[src/rtl/mem_access_arbiter_pkg.sv]
// Shared encodings and default widths for the RAM access arbiter.
package mem_ctrl_pkg;

    localparam int DEFAULT_DATA_WIDTH  = 32;
    localparam int DEFAULT_ADDR_WIDTH  = 9;
    localparam int DEFAULT_WAIT_CYCLES = 1;
    // Wide enough for WAIT_CYCLES up to 15.
    localparam int CNT_WIDTH           = 4;

    typedef enum logic [1:0] {
        IDLE   = 2'd0,
        ACCESS = 2'd1,
        DONE   = 2'd2
    } state_t;

    typedef enum logic {
        GNT_FETCH = 1'b0,
        GNT_DATA  = 1'b1
    } grant_t;

endpackage

[src/rtl/mem_access_arbiter_if.sv]
// Bundle of both requester ports plus the RAM-side signals.
// Handshake: each req is a level held by the requester until its done pulse
// is sampled high; done is a single-cycle pulse and the matching rdata is
// valid from that cycle until the next read on the same port.
interface mem_access_arbiter_if #(
    parameter int DATA_WIDTH = 32,
    parameter int ADDR_WIDTH = 9
);
    logic                  if_req;
    logic [ADDR_WIDTH-1:0] if_addr;
    logic [DATA_WIDTH-1:0] if_rdata;
    logic                  if_done;
    logic                  d_req;
    logic                  d_we;
    logic [ADDR_WIDTH-1:0] d_addr;
    logic [DATA_WIDTH-1:0] d_wdata;
    logic [DATA_WIDTH-1:0] d_rdata;
    logic                  d_done;
    logic [ADDR_WIDTH-1:0] mem_addr;
    logic [DATA_WIDTH-1:0] mem_data_in;
    logic                  mem_write_enable;
    logic                  mem_read_enable;
    logic [DATA_WIDTH-1:0] mem_data_out;
    logic                  busy;

    // Arbiter side.
    modport slave (
        input  if_req, if_addr, d_req, d_we, d_addr, d_wdata, mem_data_out,
        output if_rdata, if_done, d_rdata, d_done,
        output mem_addr, mem_data_in, mem_write_enable, mem_read_enable, busy
    );

    // Requesters plus RAM side.
    modport master (
        output if_req, if_addr, d_req, d_we, d_addr, d_wdata, mem_data_out,
        input  if_rdata, if_done, d_rdata, d_done,
        input  mem_addr, mem_data_in, mem_write_enable, mem_read_enable, busy
    );
endinterface

[src/rtl/mem_access_arbiter_rr_arbiter2.sv]
// Two-input round-robin pick: a lone request wins, a tie goes to the port
// that was not granted last.
module rr_arbiter2
    import mem_ctrl_pkg::*;
(
    input  logic   req_a,
    input  logic   req_b,
    input  grant_t last_grant,
    output logic   valid,
    output grant_t grant
);

    // Pure combinational choice; req_a is the fetch port, req_b the data port.
    always_comb begin
        valid = req_a | req_b;
        grant = GNT_FETCH;
        if (req_a && req_b) begin
            grant = (last_grant == GNT_FETCH) ? GNT_DATA : GNT_FETCH;
        end else if (req_b) begin
            grant = GNT_DATA;
        end
    end

endmodule

[src/rtl/mem_access_arbiter.sv]
// Sequences fetch and load/store accesses onto the single-port RAM.
module mem_access_arbiter
    import mem_ctrl_pkg::*;
#(
    parameter int DATA_WIDTH  = DEFAULT_DATA_WIDTH,
    parameter int ADDR_WIDTH  = DEFAULT_ADDR_WIDTH,
    parameter int WAIT_CYCLES = DEFAULT_WAIT_CYCLES
) (
    input  logic                 clk,
    input  logic                 reset,
    mem_access_arbiter_if.slave  bus,
    output state_t               state_dbg
);

    state_t                 state;
    grant_t                 grant_q;
    grant_t                 last_grant;
    logic [CNT_WIDTH-1:0]   cnt;
    logic [ADDR_WIDTH-1:0]  addr_q;
    logic [DATA_WIDTH-1:0]  wdata_q;
    logic                   we_q;
    logic [DATA_WIDTH-1:0]  if_rdata_q;
    logic [DATA_WIDTH-1:0]  d_rdata_q;
    logic                   if_done_q;
    logic                   d_done_q;
    logic                   pick_valid;
    grant_t                 pick;

    rr_arbiter2 u_rr (
        .req_a      (bus.if_req),
        .req_b      (bus.d_req),
        .last_grant (last_grant),
        .valid      (pick_valid),
        .grant      (pick)
    );

    // Access sequencer: grant in IDLE, hold enables in ACCESS, pulse done in DONE.
    always_ff @(posedge clk) begin
        if (reset) begin
            state      <= IDLE;
            cnt        <= '0;
            grant_q    <= GNT_FETCH;
            last_grant <= GNT_FETCH;
            addr_q     <= '0;
            wdata_q    <= '0;
            we_q       <= 1'b0;
            if_rdata_q <= '0;
            d_rdata_q  <= '0;
            if_done_q  <= 1'b0;
            d_done_q   <= 1'b0;
        end else begin
            if_done_q <= 1'b0;
            d_done_q  <= 1'b0;
            case (state)
                IDLE: begin
                    if (pick_valid) begin
                        grant_q    <= pick;
                        last_grant <= pick;
                        cnt        <= CNT_WIDTH'(WAIT_CYCLES - 1);
                        state      <= ACCESS;
                        if (pick == GNT_DATA) begin
                            addr_q  <= bus.d_addr;
                            wdata_q <= bus.d_wdata;
                            we_q    <= bus.d_we;
                        end else begin
                            // Fetch never writes; store data is left as-is.
                            addr_q  <= bus.if_addr;
                            we_q    <= 1'b0;
                        end
                    end
                end
                ACCESS: begin
                    if (cnt == '0) begin
                        if (!we_q) begin
                            if (grant_q == GNT_FETCH) if_rdata_q <= bus.mem_data_out;
                            else                      d_rdata_q  <= bus.mem_data_out;
                        end
                        if (grant_q == GNT_FETCH) if_done_q <= 1'b1;
                        else                      d_done_q  <= 1'b1;
                        state <= DONE;
                    end else begin
                        cnt <= cnt - 1'b1;
                    end
                end
                DONE:    state <= IDLE;
                default: state <= IDLE;
            endcase
        end
    end

    // Enables come only from state and latched fields, so live port inputs
    // can never glitch the RAM mid-access.
    assign bus.mem_read_enable  = (state == ACCESS) && !we_q;
    assign bus.mem_write_enable = (state == ACCESS) &&  we_q;
    assign bus.mem_addr         = addr_q;
    assign bus.mem_data_in      = wdata_q;
    assign bus.if_rdata         = if_rdata_q;
    assign bus.d_rdata          = d_rdata_q;
    assign bus.if_done          = if_done_q;
    assign bus.d_done           = d_done_q;
    assign bus.busy             = (state != IDLE);
    assign state_dbg            = state;

endmodule
[src/flat_wrapper.sv]
// flat-port wrapper written by rule: the top's interface ports become plain ports
module mem_access_arbiter_flat import mem_ctrl_pkg::*;
#(
    parameter int DATA_WIDTH  = DEFAULT_DATA_WIDTH,
    parameter int ADDR_WIDTH  = DEFAULT_ADDR_WIDTH,
    parameter int WAIT_CYCLES = DEFAULT_WAIT_CYCLES
)
  (clk, reset, state_dbg, bus_if_req, bus_if_addr, bus_d_req, bus_d_we, bus_d_addr, bus_d_wdata, bus_mem_data_out, bus_if_rdata, bus_if_done, bus_d_rdata, bus_d_done, bus_mem_addr, bus_mem_data_in, bus_mem_write_enable, bus_mem_read_enable, bus_busy);
  mem_access_arbiter_if #(.DATA_WIDTH(DATA_WIDTH), .ADDR_WIDTH(ADDR_WIDTH)) bus_i ();
  input  logic clk;
  input  logic reset;
  output state_t state_dbg;
  input wire logic [$bits(bus_i.if_req)-1:0] bus_if_req;
  input wire logic [$bits(bus_i.if_addr)-1:0] bus_if_addr;
  input wire logic [$bits(bus_i.d_req)-1:0] bus_d_req;
  input wire logic [$bits(bus_i.d_we)-1:0] bus_d_we;
  input wire logic [$bits(bus_i.d_addr)-1:0] bus_d_addr;
  input wire logic [$bits(bus_i.d_wdata)-1:0] bus_d_wdata;
  input wire logic [$bits(bus_i.mem_data_out)-1:0] bus_mem_data_out;
  output wire logic [$bits(bus_i.if_rdata)-1:0] bus_if_rdata;
  output wire logic [$bits(bus_i.if_done)-1:0] bus_if_done;
  output wire logic [$bits(bus_i.d_rdata)-1:0] bus_d_rdata;
  output wire logic [$bits(bus_i.d_done)-1:0] bus_d_done;
  output wire logic [$bits(bus_i.mem_addr)-1:0] bus_mem_addr;
  output wire logic [$bits(bus_i.mem_data_in)-1:0] bus_mem_data_in;
  output wire logic [$bits(bus_i.mem_write_enable)-1:0] bus_mem_write_enable;
  output wire logic [$bits(bus_i.mem_read_enable)-1:0] bus_mem_read_enable;
  output wire logic [$bits(bus_i.busy)-1:0] bus_busy;
  assign bus_i.if_req = bus_if_req;
  assign bus_i.if_addr = bus_if_addr;
  assign bus_i.d_req = bus_d_req;
  assign bus_i.d_we = bus_d_we;
  assign bus_i.d_addr = bus_d_addr;
  assign bus_i.d_wdata = bus_d_wdata;
  assign bus_i.mem_data_out = bus_mem_data_out;
  assign bus_if_rdata = bus_i.if_rdata;
  assign bus_if_done = bus_i.if_done;
  assign bus_d_rdata = bus_i.d_rdata;
  assign bus_d_done = bus_i.d_done;
  assign bus_mem_addr = bus_i.mem_addr;
  assign bus_mem_data_in = bus_i.mem_data_in;
  assign bus_mem_write_enable = bus_i.mem_write_enable;
  assign bus_mem_read_enable = bus_i.mem_read_enable;
  assign bus_busy = bus_i.busy;
  mem_access_arbiter #(.DATA_WIDTH(DATA_WIDTH), .ADDR_WIDTH(ADDR_WIDTH), .WAIT_CYCLES(WAIT_CYCLES)) u_core (.clk(clk), .reset(reset), .bus(bus_i), .state_dbg(state_dbg));
endmodule
[config.mk]
export PLATFORM = sky130hd
export DESIGN_NAME = mem_access_arbiter_flat
export DESIGN_NICKNAME = d
export VERILOG_FILES = /design/src/rtl/mem_access_arbiter_pkg.sv /design/src/rtl/mem_access_arbiter_if.sv /design/src/rtl/mem_access_arbiter_rr_arbiter2.sv /design/src/rtl/mem_access_arbiter.sv /design/src/flat_wrapper.sv
export SDC_FILE = /design/constraint.sdc
export NUM_CORES = 1
export LEC_CHECK = 0
export BUFFER_PORTS_ARGS = -buffer_cell sky130_fd_sc_hd__buf_2
export CAP_MARGIN = 10
export CORE_AREA = 2 2 115 89
export DETAILED_ROUTE_END_ITERATION = 8
export DIE_AREA = 0 0 117 91
export PLACE_DENSITY = 0.85
export SLEW_MARGIN = 40
export SYNTH_ARGS = -nofsm -noshare
export SYNTH_HDL_FRONTEND = slang
export SYNTH_SLANG_ARGS = --single-unit
export TNS_END_PERCENT = 50
[constraint.sdc]
create_clock -name clk -period 4.65 [get_ports clk]
set_input_delay 0.2325 -clock clk [delete_from_list [all_inputs] [get_ports clk]]
set_output_delay 0.2325 -clock clk [all_outputs]
set_load 0.01 [all_outputs]
==> Word-level counts from Yosys, hierarchy flattened <==
Index checks and enable logic that the tools add are counted.
{ "op_classes": {"eq_ne": 4, "reduce_logical": 15, "mux": 12, "bitwise_logic": 5, "n_addsub": 1} }
{ "op_table": {"columns": ["op", "count"], "rows": [
  ["2-to-1 mux 9 bit", 1],
  ["2-to-1 mux 4 bit", 2],
  ["case mux 4 bit (2 select lines)", 1],
  ["AND reduction 4 bit", 2],
  ["AND reduction 3 bit", 2],
  ["2-to-1 mux 1 bit", 5],
  ["zero test 4 bit", 1],
  ["2-to-1 mux 2 bit", 2],
  ["!= test 2 x 1 -> 1 bit, second input constant", 2],
  ["NOT 1 bit", 4],
  ["case mux 2 bit (2 select lines)", 1],
  ["AND reduction 2 bit", 2],
  ["nonzero test 2 bit", 2],
  ["subtractor 4 x 1 -> 4 bit, second input constant", 1],
  ["logical AND 1 bit", 3],
  ["OR reduction 3 bit", 1],
  ["== test 2 x 1 -> 1 bit, second input constant", 1],
  ["zero test 2 bit", 1],
  ["!= test 2 bit, second input constant", 1],
  ["zero test 1 bit", 1],
  ["bitwise OR 1 bit", 1]
]} }
{ "word_totals": {"register_bits": 115, "word_cells": 47, "input_bits": 87, "output_inout_bits": 112} }

==> Longest topological paths before layout <==
Gate-level depths: netlist (run 1).
{ "logic_depth": {"depth_word": 3, "ltp_mapped": 8, "depth_no_buf": 5} }

==> Hierarchy <==
From an unflattened synthesis (run 1), not the netlist that was laid out.
{ "unflattened": {"cells_unflattened": 477, "area_unflattened_um2": 4385.5} }
{ "by_module_without_submodules": {"columns": ["module", "cells_per_inst", "instances", "area_per_inst_um2", "seq_area_each_um2"], "rows": [
  ["mem_access_arbiter", 475, 1, 4371.7, 2302.2],
  ["rr_arbiter2", 2, 1, 13.8, 0.0]
]} }

==> Worst setup path before layout (run 1) <==
No wires, ideal clock.
{ "synth_timing": {"kind": "flip-flop to flip-flop", "startpoint": "register u_core.cnt[0]", "endpoint": "register u_core.if_rdata_q[30] (netlist: u_core.bus.if_rdata[30])", "path_stages_with_launch": 9, "setup_ps": 132, "setup_slack_ps": 3011, "arrival_time_ps": 1507, "cell_sequence": "dfxtp_1 -> inv_1 -> ha_1 -> or3b_1 -> clkbuf_1 -> buf_6 -> buf_4 -> o31ai_2 -> a21oi_1"} }
{ "synth_via": {"elab_chain_cells": 2} }
{ "synth_rtl": {"columns": ["element", "line_no", "source"], "rows": [
  ["from (decl)", "mem_access_arbiter.sv:18", "logic [CNT_WIDTH-1:0] cnt;"],
  ["from (signal assigned)", "mem_access_arbiter.sv:59", "cnt <= CNT_WIDTH'(WAIT_CYCLES - 1);"],
  ["from (signal assigned)", "mem_access_arbiter.sv:82", "cnt <= cnt - 1'b1;"],
  ["zero test 4 bit", "mem_access_arbiter.sv:73", "if (cnt == '0) begin"],
  ["AND reduction 4 bit (no line)", null, null],
  ["to (signal assigned)", "mem_access_arbiter.sv:75", "if (grant_q == GNT_FETCH) if_rdata_q <= bus.mem_data_out;"],
  ["to (decl)", "mem_access_arbiter.sv:22", "logic [DATA_WIDTH-1:0] if_rdata_q;"]
]} }
No other way between the ends.
A chain may end at the register's enable or synchronous reset.

==> key figures, run 1 <==
Cells and area
  • Fin nets: roughly 800
  • Share of cells above drive strength 1: 36.4%
  • Post-Layout Inst Area: about 6400 um^2
  • Fillers: 777
  • N_diodes: 0
  • Layout overhead on the synthesized area: 31.6%
  • Most frequent cells in the layout: 197 x buf_2, 114 x dfxtp_1, 111 x a21oi_1
  • Multi-input logic area: approximately 2200 um^2
  • Most common cell after layout, fill and taps aside: buf_2
  • Sequential cell area: between 2000 and 2500 um^2

Synthesis
  • Post-synthesis mux area share: 0%
  • Adder-Cell Fraction of Synth Area: less than 1%
  • Cell taking the most area after synthesis: dfxtp_1
  • Largest family of logic cells by synthesized area: compound AO/OA/AOI/OAI gates
  • Top-area cell type share of the netlist area: 47.1%
  • Synth warn: 0
  • #FFs+latches synth: 115
  • Synth Area in XOR/XNOR: 0%
  • Synthesized-area fraction occupied by and/or/nand/nor cells: 15.4%
  • Synth Instances: 559
  • Top area cells in the synthesized netlist: dfxtp_1 47%, a21oi_1 11%, nand4_1 8.2%
  • Syn Area/Cell: approximately 8.7 um^2
  • Complex-gate fraction of the synthesized area: between 20 and 30%
  • Sequential share of the synthesized area: between 40% and 50%
  • Synth cell types: 34
  • Net Count, Synth: 648
  • Netlist Area Pre-Place: between 4000 and 5000 um^2

Floorplan
  • Starting Density: between 50% and 60%
  • Rows: 31
  • Die area: between 10000 and 15000 um^2
  • # IOs: 199
  • DIE WIDTH: 117 um
  • Core ar.: approximately 9500 um^2
  • Chip height: 91 um

Setup path
  • Critical path type: flop to flop
  • Crit path max-delay cell type: dfxtp_2
  • Crit Path Max Fanout: 41
  • WP buf/inv: 1
  • Delay-heaviest family, CP: compound AO/OA/AOI/OAI gates
  • CP max stage delay: ~0.86 ns
  • Critical path, cell by cell: buf_4 -> a21bo_2 -> nand2_1 -> a311oi_1
  • WP data required: about 5 ns
  • CP endpoint kind: flop
  • CP arrival: 2.85 ns
  • Critical Path Source Type: flop

Clock network
  • Reg clk slew, reported paths: around 0.050 ns
  • CTS Sinks: approximately 120
  • Post-CTS Resized: 0
  • Post-CTS Setup Repair Bufs: 0
  • Post-CTS Hold Buffers: 0
  • Clk root buf: clkbuf_16
  • CTS max path bufs: 2
  • H-tree Lvls: 4
  • Worst-skew pair later-pin latency: ~0.40 ns
  • CTS tree: yes
  • Clock buffer count from CTS: 17

Timing
  • Slew @ Worst Pin: approximately 0.84 ns
  • Hold Slack: 0.0776 ns
  • RSZ-0062 raised after global routing: no
  • Clock Skew: between 0.007 and 0.008 ns
  • Fin crit share: 54.9%
  • Post-route setup TNS: 0 ns
  • Endpoints failing hold: 0
  • Final setup viols: 0
  • Max-slew headroom: roughly 44%
  • Fmax: between 300 and 400 MHz
  • Minimum clock period: between 2 and 3 ns
  • Max-slew violations: 0

Pwr
  • IR drop worst, VDD: between 0.2 and 0.3 mV
  • Switching pwr: 698 uW
  • Sequential share of power: approximately two fifths
  • Switching Fraction: approximately 26%
  • Int Power: around 2 mW
  • Leakage: between 2 and 3 nW
  • Power Total: approximately 2.7 mW
  • Clock power frac: between 40 and 50%
  • Cell Pwr Density: 421 nW/um^2
  • Combinational Power Share: 13.8%

Drt
  • DRC: 0
  • Via density: 5.91
  • Routed wire length: approximately 14000 um
  • Pre-antenna DRT Iters: 5
  • Vias after detailed routing: 5044
  • Wire length per cell: between 15 and 20 um
  • Antenna viol nets, final: 0
  • Violation count after the first detailed-route iteration: 495

Global route
  • Initial antenna violation count: 0
  • Gr usage total: a little over a quarter
  • Gr ovfl total: 0
  • Pin count of the biggest net entering global routing: roughly 110
  • Number of global-route vias before repair: about 4600
  • First-pass GRT wire length: between 20000 and 25000 um

Placed design
  • IO Port Bufs: just under 200
  • Final GP Congestion: ~0.77
  • HPWL Detailed: ~9100 um
  • Post-placement cell area: 5850 um^2

Run
  • Max-cap violations: 0

Min path
  • Tightest Hold Check Type: input pin to flop

Run status
  • Run status: finished, final reports clean
## per-layer routing
| layer | share of wire, % | wire length, um | track usage (%) | vias up |
|---|---|---|---|---|
| li1 | - | - | - | 2415 |
| met1 | 43 | 6290 | 35.8 | 2382 |
| met2 | 48 | 6880 | 40.3 | 221 |
| met3 | 6.9 | 1010 | 6.74 | 26 |
| met4 | 2.1 | 303 | 9.02 | 0 |
| met5 | 0 | 0 | 0 | - |
## sequential cells by signal (all words and copies together), names as in the netlist
signal	count
u_core.bus.if_done	1
u_core.cnt	4
u_core.grant_q	1
u_core.state_dbg	2
u_core.bus.if_rdata	32
u_core.bus.mem_data_in	32
u_core.bus.d_done	1
u_core.bus.d_rdata	32
u_core.bus.mem_addr	9
u_core.we_q	1
## power by group through the flow
stage               Combinational (mW)  Sequential, mW  Clock, mW
floorplan                        0.208            1.12          0
global placement                 0.349            1.10          0
detailed placement               0.370            1.11          0
CTS                              0.371            1.09       1.26
global route                     0.409            1.09       1.31
finish                           0.374            1.09       1.24
## path summary, 6_finish.rpt
check	start	cells after the start	slack, ns	endpoint
setup / recovery	u_core.grant_q	4	2.10	u_core.bus.mem_addr[0]
hold / removal	bus_d_wdata[9]	3	0.08	u_core.bus.mem_data_in[9]
setup reg to reg	u_core.grant_q	4	2.10	u_core.bus.mem_addr[0]
hold reg to reg	u_core.bus.if_rdata[0]	2	0.47	u_core.bus.if_rdata[0]
## synthesized netlist by cell type, drive strengths merged
master and n:
a21oi 111, o31ai 64, o22ai 1, or2 1
buf 29, nor2b 1, o21ai 37, ha 2
dfxtp 115, a21bo 1, or3b 2, a311oi 9
nor2 4, nor4 2, nand3 33, o221ai 1
clkbuf 46, a21o 1, or4 2, nor3b 1
inv 7, or3 3, nor3 1, a21boi 1
nand4 64, nand2 19, nand2b 1
## worst reg2reg max path: stages (launching register included)
cell	delay [ns]
dfxtp_2	0.86
buf_4	0.50
a21bo_2	0.68
nand2_1	0.12
a311oi_1	0.30
## per-stage QoR
| stage | utilization [%] | std cells | setup WS, ns |
|---|---|---|---|
| 3_3_place_gp | 60.6 | 817 | 2.22 |
| 6_report | 67.6 | 854 | 2.10 |
| 5_1_grt | 67.6 | 854 | 1.89 |
| 2_1_floorplan | - | 559 | 3.01 |
| 4_1_cts | 67.5 | 852 | 2.11 |
| 3_5_place_dp | 61.5 | 821 | 2.14 |
## layout make-up
type                            count  area share, %
Clock buffer                       26           7.61
Clock inverter                      5           1.17
Inverter                            7          0.487
Multi-Input combinational cell    362           34.9
Sequential cell                   115           35.8
Tap cell                          132           2.57
Timing Repair Buffer              207           17.4
## cells by family (layout without fill, tap and decap cells)
family / count (synthesis) / in the layout
AO/OA/AOI/OAI: 226 / 226
flip-flops: 115 / 115
adder cells (fa/ha/maj): 2 / 2
buffers and inverters: 82 / 245
AND/OR/NAND/NOR: 134 / 134
(Power assumes the default switching activity.)
==> inputs of run 2 (changes only) <==
- CORE_AREA: 2 2 115 89 -> 2 2 120 93
- DIE_AREA: 0 0 117 91 -> 0 0 122 95
- PLACE_DENSITY: 0.85 -> 0.78
- clock period: 4.65 -> 2.48 ns (I/O delays scaled with it)
==> run 2 against run 1 <==
Register-to-register slack got worse by 1.7 ns. Worst setup slack got worse by 1.9 ns. Sequential share of layout area fell by 3.5 points. Non-clock buffer count rose by 68. Combinational power rose by 120%. Final cell count rose by 8.8%. First-iteration DRC count fell by 8.1%. Via count rose by 6.1%. Sequential power rose by 86%.
==> key figures, run 2 (same netlist as run 1, synthesis figures left out) <==
Run status
  • Run status: finished, final reports clean

Placed design
  • Placed cells: 837 (+1.9%)
  • Post-placement cell area: 5900 um^2 (+0.88%)
  • Final GP Congestion: 0.850 (+10%)
  • Place WS: 0.482 ns (-1.65 ns)
  • HPWL Detailed: 9540 um (+5.1%)
  • IO Port Bufs: 198 (unchanged)

Cells and area
  • Most frequent cells in the layout: 197 x buf_2, 114 x dfxtp_1, 111 x a21oi_1
  • N_diodes: 0 (unchanged)
  • Most common cell after layout, fill and taps aside: buf_2
  • Fillers: 838 (+7.9%)
  • Layout overhead on the synthesized area: 45.8%
  • Share of cells above drive strength 1: 34.2% (-2.2 points)
  • Post-Layout Inst Area: 7120 um^2 (+11%)
  • Non-filler instance count after layout: 929 (+8.8%)
  • Fin nets: 867 (+8.5%)

Min path
  • Hold EP: u_core.bus.d_rdata[11]
  • Worst hold path stage count: 3 (unchanged)
  • Tightest Hold Check Type: input pin to flop
  • Hold path startpoint: bus_mem_data_out[11]

Clock network
  • CTS Sinks: 115 (unchanged)
  • CTS tree: yes
  • Worst-skew pair later-pin latency: 0.40 ns (about the same)
  • Reg clk slew, reported paths: 0.05 ns (about the same)
  • H-tree Lvls: 4 (unchanged)
  • CTS max path bufs: 2 (unchanged)
  • Clock buffer count from CTS: 17 (unchanged)
  • Clk root buf: clkbuf_16

Timing
  • Clock Skew: 0.0136 ns (+0.00563 ns)
  • Max-slew headroom: 47.5% (+3.4 points)
  • Minimum clock period: ~2.2 ns
  • Hold Slack: 0.0108 ns (-0.0668 ns)
  • Slew @ Worst Pin: 0.787 ns (-0.0515 ns)
  • Fin crit share: 90.5%
  • RSZ-0062 raised after global routing: no
  • Fmax: around 450 MHz
  • Post-route setup TNS: 0 ns (unchanged)
  • Endpoints failing hold: 0 (unchanged)
  • Max-slew violations: 0 (unchanged)
  • Setup ws final: 0.234 ns (-1.86 ns)
  • Final setup viols: 0 (unchanged)

Floorplan
  • DIE WIDTH: 122 um (+4.3%)
  • Rows: 33 (+6.5%)
  • Die area: 11600 um^2 (+8.9%)
  • Chip height: 95 um (+4.4%)
  • # IOs: 199 (unchanged)
  • Starting Density: 46.4% (-5.0 points)
  • Core ar.: 10500 um^2 (+11%)

Global route
  • Pin count of the biggest net entering global routing: 69 (-39%)
  • Initial antenna violation count: 0 (unchanged)
  • Gr usage total: 25.9% (-0.36 points)
  • Gr ovfl total: 0 (unchanged)
  • Number of global-route vias before repair: 4990 (+8.2%)
  • First-pass GRT wire length: 24100 um (+6.5%)

Setup path
  • Launching point of the worst reg2reg path: u_core.grant_q
  • Delay-heaviest family, CP: simple AND/OR/NAND/NOR gates
  • WP buf/inv: 3 (+2)
  • Crit Path Max Fanout: 33 (-20%)
  • CP arrival: 2.12 ns (-0.73 ns)
  • R2R depth: 4 (unchanged)
  • CP endpoint kind: output port
  • Crit path max-delay cell type: or3b_2
  • WP data required: 2.36 ns (-2.59 ns)
  • RR Endpoint: u_core.bus.mem_addr[8]
  • CP max stage delay: 0.68 ns (-0.18 ns)
  • Critical Path Source Type: flop
  • Critical path type: flop to output port
  • Setup slack, reg-to-reg: 0.40 ns (-1.70 ns)
  • Worst path depth: 4 (unchanged)
  • Critical path, cell by cell: or3b_2 -> inv_2 -> buf_4 -> buf_2

Drt
  • Antenna viol nets, final: 0 (unchanged)
  • Routed wire length: 15500 um (+6.7%)
  • Wire length per cell: 16.6 um (-1.9%)
  • Pre-antenna DRT Iters: 5 (unchanged)
  • DRC: 0 (unchanged)
  • Violation count after the first detailed-route iteration: 455 (-8.1%)
  • Vias after detailed routing: 5350 (+6.1%)
  • Via density: 5.76 (-2.5%)

Pwr
  • Int Power: 3.99 mW (+99%)
  • Sequential share of power: 38.2% (-2.0 points)
  • Leakage: 2.99 nW (+12%)
  • Switching pwr: 1.31 mW (+88%)
  • Cell Pwr Density: 744 nW/um^2 (+77%)
  • Combinational Power Share: 15.2% (+1.4 points)
  • Clock power frac: 46.6% (+0.7 points)
  • IR drop worst, VDD: 0.484 mV (+74%)
  • Switching Fraction: 24.7% (-1.1 points)

Run
  • Max-cap violations: 0 (unchanged)
## run 2: cell types whose count changed in the layout (fill, tap and decap cells not counted), sizes merged
cell / delta
dlygate4sd3: +62
buf: +6
clkinv: -2
bufinv: +1
## run 2: how the worst max path moves through the flow
stage                              from                      end
floorplan                 u_core.cnt[0]  u_core.bus.if_rdata[30]
global placement    u_core.state_dbg[0]   u_core.bus.d_rdata[30]
detailed placement        u_core.cnt[0]  u_core.bus.if_rdata[26]
CTS                 u_core.state_dbg[0]      bus_mem_read_enable
global route        u_core.state_dbg[0]      bus_mem_read_enable
finish              u_core.state_dbg[0]      bus_mem_read_enable
## run 2: stage by stage
stage               utilization [%]  total power [mW]
floorplan                         -              2.49
global placement               55.5              2.74
detailed placement             56.0              2.77
CTS                            67.7              5.33
global route                   67.7              5.50
finish                         67.7              5.30
## run 2: what timing repair did
action / in CTS / in global routing
hold buffers: 62 / 0
endpoints found under the setup margin: 0 / 0
endpoints found under the hold margin: 57 / 0
setup buffers: 0 / 0
gates resized for setup: 0 / 0
## run 2: final cells by class
cell class              instances  area (um^2)  area share (%)
clock buffers                  26          509            7.15
clock inverters                 4         95.1            1.33
inverters                       7         26.3           0.369
multi-input cells             362         2250            31.5
flip-flops and latches        115         2300            32.3
well taps                     140          175            2.46
repair buffers                275         1770            24.8
## run 2: worst min-delay path, stage by stage
cell and delay, ns:
buf_2 0.11, nand4_1 0.07, a21oi_1 0.06
## run 2: routing by layer
| layer | vias up | share of wire (%) | routed length [um] | track usage, % |
|---|---|---|---|---|
| met4 | 0 | 2.3 | 357 | 9.67 |
| li1 | 2553 | - | - | - |
| met1 | 2520 | 42 | 6430 | 32.6 |
| met2 | 241 | 49 | 7590 | 42.2 |
| met3 | 36 | 7.0 | 1080 | 7.61 |
| met5 | - | 0 | 0 | 0 |
## run 2: power by group through the flow
stage,logic (mW),registers [mW],clock network [mW]
after CTS,0.797,2.02,2.50
after global routing,0.881,2.04,2.59
final,0.807,2.03,2.47
after floorplan,0.390,2.10,0
after detailed placement,0.709,2.06,0
after global placement,0.689,2.05,0
